**src/rtl/udl_pkg.sv**
```systemverilog
// Shared types and helpers for the bounded up/down/load position counter.
// Clamp is evaluated at a fixed wide width; callers zero-extend and truncate.
package udl_pkg;

    typedef enum logic {
        MODE_SAT  = 1'b0,
        MODE_WRAP = 1'b1
    } mode_t;

    localparam int CALC_W = 32;

    function automatic logic [CALC_W-1:0] clamp(input logic [CALC_W-1:0] value,
                                                input logic [CALC_W-1:0] lo,
                                                input logic [CALC_W-1:0] hi);
        if (value < lo)
            return lo;
        else if (value > hi)
            return hi;
        else
            return value;
    endfunction

endpackage

```
**src/rtl/udl_channel.sv**
```systemverilog
// One position channel: register, load clamp, tick-gated step with saturate/wrap,
// and bound/wrap flags.
module udl_channel
    import udl_pkg::*;
#(
    parameter int BITS      = 10,
    parameter int STEP_BITS = 4
) (
    input  logic                 clk,
    input  logic                 reset,
    input  logic                 tick,
    input  logic                 load,
    input  logic                 enable,
    input  logic                 up,
    input  mode_t                wrap_mode,
    input  logic [STEP_BITS-1:0] step,
    input  logic [BITS-1:0]      d,
    input  logic [BITS-1:0]      lo,
    input  logic [BITS-1:0]      hi,
    output logic [BITS-1:0]      q,
    output logic                 at_lo,
    output logic                 at_hi,
    output logic                 wrapped
);

    logic [BITS:0]   sum_up, sum_dn, sum, lo_x, hi_x;
    logic            bounds_ok, move, over, wrap;
    logic [BITS-1:0] load_val, over_val;

    always_comb begin
        lo_x      = {1'b0, lo};
        hi_x      = {1'b0, hi};
        sum_up    = {1'b0, q} + (BITS+1)'(step);
        sum_dn    = {1'b0, q} - (BITS+1)'(step);
        sum       = up ? sum_up : sum_dn;
        // The extra bit flags borrow on the way down; an already out-of-range q
        // also lands here and is treated like an overshoot in the move direction.
        over      = sum[BITS] || (sum < lo_x) || (sum > hi_x);
        bounds_ok = (lo <= hi);
        move      = tick && enable && (step != '0) && bounds_ok;
        wrap      = (wrap_mode == MODE_WRAP);
        load_val  = bounds_ok ? BITS'(clamp(CALC_W'(d), CALC_W'(lo), CALC_W'(hi))) : d;
        // Saturating up or wrapping down both end on hi; the other two end on lo.
        over_val  = (up ^ wrap) ? hi : lo;
    end

    always_ff @(posedge clk) begin
        if (!reset) begin
            q       <= '0;
            wrapped <= 1'b0;
        end else if (load) begin
            q       <= load_val;
            wrapped <= 1'b0;
        end else if (move) begin
            q       <= over ? over_val : sum[BITS-1:0];
            wrapped <= over && wrap;
        end else begin
            wrapped <= 1'b0;
        end
    end

    assign at_lo = (q == lo);
    assign at_hi = (q == hi);

endmodule

```
**src/rtl/udl_bounded_counter.sv**
```systemverilog
// Multi-channel bounded position counter with a shared movement prescaler.
// Each channel is an independent udl_channel; only the tick is common.
module udl_bounded_counter
    import udl_pkg::*;
#(
    parameter int BITS      = 10,
    parameter int CHANNELS  = 2,
    parameter int STEP_BITS = 4,
    parameter int PRESCALE  = 4
) (
    input  logic                          clk,
    input  logic                          reset,
    input  logic [CHANNELS-1:0]           load,
    input  logic [CHANNELS-1:0]           enable,
    input  logic [CHANNELS-1:0]           up,
    input  logic [CHANNELS-1:0]           wrap_mode,
    input  logic [CHANNELS*STEP_BITS-1:0] step,
    input  logic [CHANNELS*BITS-1:0]      d,
    input  logic [CHANNELS*BITS-1:0]      lo,
    input  logic [CHANNELS*BITS-1:0]      hi,
    output logic [CHANNELS*BITS-1:0]      q,
    output logic [CHANNELS-1:0]           at_lo,
    output logic [CHANNELS-1:0]           at_hi,
    output logic [CHANNELS-1:0]           wrapped,
    output logic                          tick
);

    localparam int CNT_W = (PRESCALE > 1) ? $clog2(PRESCALE) : 1;
    localparam logic [CNT_W-1:0] LAST = CNT_W'(PRESCALE - 1);

    logic [CNT_W-1:0] count;

    // With PRESCALE == 1 the count stays at 0 == LAST, so tick is always high.
    always_ff @(posedge clk) begin
        if (!reset)
            count <= '0;
        else if (count == LAST)
            count <= '0;
        else
            count <= count + CNT_W'(1);
    end

    assign tick = (count == LAST);

    for (genvar i = 0; i < CHANNELS; i++) begin : g_ch
        udl_channel #(
            .BITS      (BITS),
            .STEP_BITS (STEP_BITS)
        ) u_ch (
            .clk       (clk),
            .reset     (reset),
            .tick      (tick),
            .load      (load[i]),
            .enable    (enable[i]),
            .up        (up[i]),
            .wrap_mode (mode_t'(wrap_mode[i])),
            .step      (step[i*STEP_BITS +: STEP_BITS]),
            .d         (d[i*BITS +: BITS]),
            .lo        (lo[i*BITS +: BITS]),
            .hi        (hi[i*BITS +: BITS]),
            .q         (q[i*BITS +: BITS]),
            .at_lo     (at_lo[i]),
            .at_hi     (at_hi[i]),
            .wrapped   (wrapped[i])
        );
    end

endmodule

```
**config.mk**
```make
export PLATFORM = sky130hd
export DESIGN_NAME = udl_bounded_counter
export DESIGN_NICKNAME = d
export VERILOG_FILES = /design/src/rtl/udl_pkg.sv /design/src/rtl/udl_channel.sv /design/src/rtl/udl_bounded_counter.sv
export SDC_FILE = /design/constraint.sdc
export NUM_CORES = 1
export LEC_CHECK = 0
export BUFFER_PORTS_ARGS = -buffer_cell sky130_fd_sc_hd__buf_4
export CAP_MARGIN = 5
export CORE_UTILIZATION = 45
export CTS_CLUSTER_DIAMETER = 40
export DETAILED_ROUTE_END_ITERATION = 12
export PLACE_DENSITY = 0.74
export SLEW_MARGIN = 20
export SYNTH_ARGS = -nofsm -noshare
export SYNTH_HDL_FRONTEND = slang
export SYNTH_SLANG_ARGS = --single-unit
```
**constraint.sdc**
```tcl
create_clock -name clk -period 5.59 [get_ports clk]
set_input_delay 0.2795 -clock clk [delete_from_list [all_inputs] [get_ports clk]]
set_output_delay 0.2795 -clock clk [all_outputs]
set_load 0.03 [all_outputs]
```
==> results.toml <==
[outcome]
status = "finished clean"

[detailed_routing]
drt_iter0_drc = 681
wire_per_inst_um = 19.6
routed-via-count = 6255
drc = 0
drtPass1Iterations = 5
antenna_left = 0
vias_per_cell = 6.20
routed_wl_um = 19800

[die]
start_util_pct = 46.5
die_area_sq_mm = 0.0136
core_sq_mm = 0.0127
die_w_um = 116
die_y_um = 116
row_count = 41
boundaryPins = 105

[setup_path]
crit_required_ps = 5750
max_stage_delay_ps = 410
r2r_setup_slack_ps = 940
worst-setup-path-type = "in -> reg"
reg2reg_depth = 14
crit_chain = "buf_4 -> nor3_1 -> ha_1 -> mux2_2 -> ha_1 -> a21oi_1 -> a2111oi_2 -> o41a_1 -> o21ai_0 -> o31ai_1 -> xnor2_1 -> ha_1 -> a211oi_1 -> o211a_1 -> o21ai_0 -> a31oi_1 -> or3_1 -> or2_2 -> o21ai_0 -> a311oi_1"
cpMaxStageDelayCell = "o41a_1"
r2r_start = "g_ch[1].u_ch.q[1]"
crit_fanout = 11
crit_arrival_ps = 5020
reg2reg_to = "g_ch[1].u_ch.q[2]"
startpoint_type = "primary input"
end_kind = "flip-flop"

[power_and_ir_drop]
p_leak_nw = 3.19
p_per_area_mw_per_mm2 = 205
vdd_ir_drop_max_v = 0.000114

[synthesis]
syn-num-nets = 954
avgSynthCellArea_sq_um = 7.78
synth_edf_count = 0
synth_top_area_cell = "ha_1"
ys_types = 80
netlist_area_sq_mm = 0.00589
yosys.area.top_type_share_pct = 24.8
ys_seq_area_share_pct = 8.15
synthArstFlopShare_pct = 0
synth_area_leaders = "ha_1 25%, dfxtp_1 8.2%, xnor2_1 7.1%"
ys_warn_count = 0
syn_inst = 757
ys_seq_elements = 24
synth_ff_type = "dfxtp_1"

[timing]
max-slew-margin-rel_pct = 44.2
holdWs_ps = 272
fmax_mhz = 206
worst_pin_slew_ps = 834
min_period_ps = 4860
tns_ps = 0
maxSlewViolCount = 0
fin_crit_sh_pct = 86.9
rsz0062_at_grt = "false"
setup_viol = 0
fin_skew_ps = 1.78
hold_viol_final = 0

[grt]
grt_pass1_wl_um = 31000
grt-ovfl-total = 0
grt_max_degree = 25
antenna_found_initial = 0
grt_util_all_layers_pct = 29.7
grt_pass1_vias = 5969

[clock_tree]
cts_inserted_buffers = 3
cts_buffer_depth = 2
cts_max_level = 1
tritoncts = "done"
cts_resized = 0
clk_pin_slew_ps = 70
cts-hold-fix-buffers = 0
clock-root-buffer = "clkbuf_16"
clock_latency_ps = 260
cts_setup_buffers = 0
clock_sinks = 24

[layout]
syn_to_final_growth_pct = 15.6
final_area_sq_mm = 0.00681
layout_common_cells = "117 x ha_1, 110 x buf_4, 62 x inv_1"
fillers = 1254
layout-drive-gt1-share_pct = 16.6
diodes = 0
final_nets = 1035
final_common_cell = "ha_1"
final_util_pct = 53.8

[hold_path]
min_path_cells = 2
min_to = "g_ch[0].u_ch.wrapped"
hold_class = "in -> reg"
holdCritStartpoint = "wrap_mode[0]"

[place]
routabilityCongestion = 0.979
placedInstanceArea_sq_mm = 0.00671
io_buffer_count = 104
place_hpwl_um = 15700

[flow_run]
drv_cap = 0
[per-layer routing]
layer / share of wire (%) / vias to the layer above / wire, um / GRT usage (%)
li1: - / 3024 / - / -
met3: 7.5 / 71 / 1500 / 3.43
met5: 0 / - / 0 / 0
met4: 4.5 / 0 / 895 / 14.8
met2: 46 / 283 / 9200 / 50.4
met1: 42 / 2877 / 8230 / 37.2
[metrics by stage]
stage                     power [mW]  setup slack (ps)  instances
final                           1.40               731       1009
after detailed placement        1.16               563       1005
after global placement          1.15               674       1005
after floorplan                0.897              1160        757
after global routing            1.51               288       1009
after CTS                       1.38               823       1009
[kinds of logic after synthesis]
group | count (synthesis) | share of synthesized area [%]
compound gates | 228 | 26.7
xor+xnor | 63 | 9.37
fa+ha+maj | 123 | 26.3
buf+inv | 97 | 7.96
flops | 24 | 8.15
mux | 18 | 3.16
simple gates | 204 | 18.4
[power breakdown]
part           internal, mW  total (mW)  leakage, nW  switching, mW
combinational         0.402       0.949         2.94          0.547
sequential            0.189       0.240        0.199         0.0508
clock                 0.143       0.210       0.0511         0.0670
[worst max path at each step]
stage	from	end	depth (start not counted)
floorplan	step[1]	g_ch[0].u_ch.q[2]	16
global placement	step[1]	g_ch[0].u_ch.q[5]	18
CTS	step[5]	g_ch[1].u_ch.q[2]	20
global route	step[5]	g_ch[1].u_ch.q[5]	20
finish	step[5]	g_ch[1].u_ch.q[2]	20
detailed placement	step[5]	g_ch[1].u_ch.q[5]	20
[registers in the layout, indices dropped and copies added (netlist names)]
name,cells
g_ch.u_ch.q,20
count,2
g_ch.u_ch.wrapped,2
[synthesized netlist by cell type, types with 3 or more instances]
cell type	number
a2111oi_0	4
a211oi_1	27
a21o_1	7
a21oi_1	36
a311oi_1	8
a31oi_1	6
a32oi_1	3
and3_1	11
buf_4	6
buf_6	5
clkbuf_1	15
clkbuf_8	4
dfxtp_1	24
ha_1	117
inv_1	62
maj3_2	3
mux2_2	5
mux2i_1	13
nand2_1	56
nand2b_1	12
nand3_1	13
nand4_1	23
nor2_1	37
nor2b_1	7
nor3_1	11
nor4_1	7
o2111ai_1	5
o211ai_1	11
o21a_1	6
o21ai_0	52
o21ai_1	4
o21bai_1	4
o221ai_1	16
o22a_1	7
o22ai_1	5
or2_2	3
or3_1	5
xnor2_1	48
xor2_1	15
[cell type report]
class | instances | area, sq um | area share, %
well taps | 172 | 215 | 3.16
clock inverters | 1 | 30.0 | 0.441
repair buffers | 110 | 826 | 12.1
multi-input cells | 636 | 4950 | 72.6
flip-flops and latches | 24 | 480 | 7.05
inverters | 63 | 236 | 3.47
clock buffers | 3 | 75.1 | 1.10
[worst max-delay path, delay by kind of cell]
kind	cells	cell delay [ps]
compound gates	11	2220
xor+xnor	1	290
fa+ha+maj	3	910
buf+inv	1	120
mux	1	280
simple gates	3	920
Note: power is estimated with default switching activity, not from simulation.
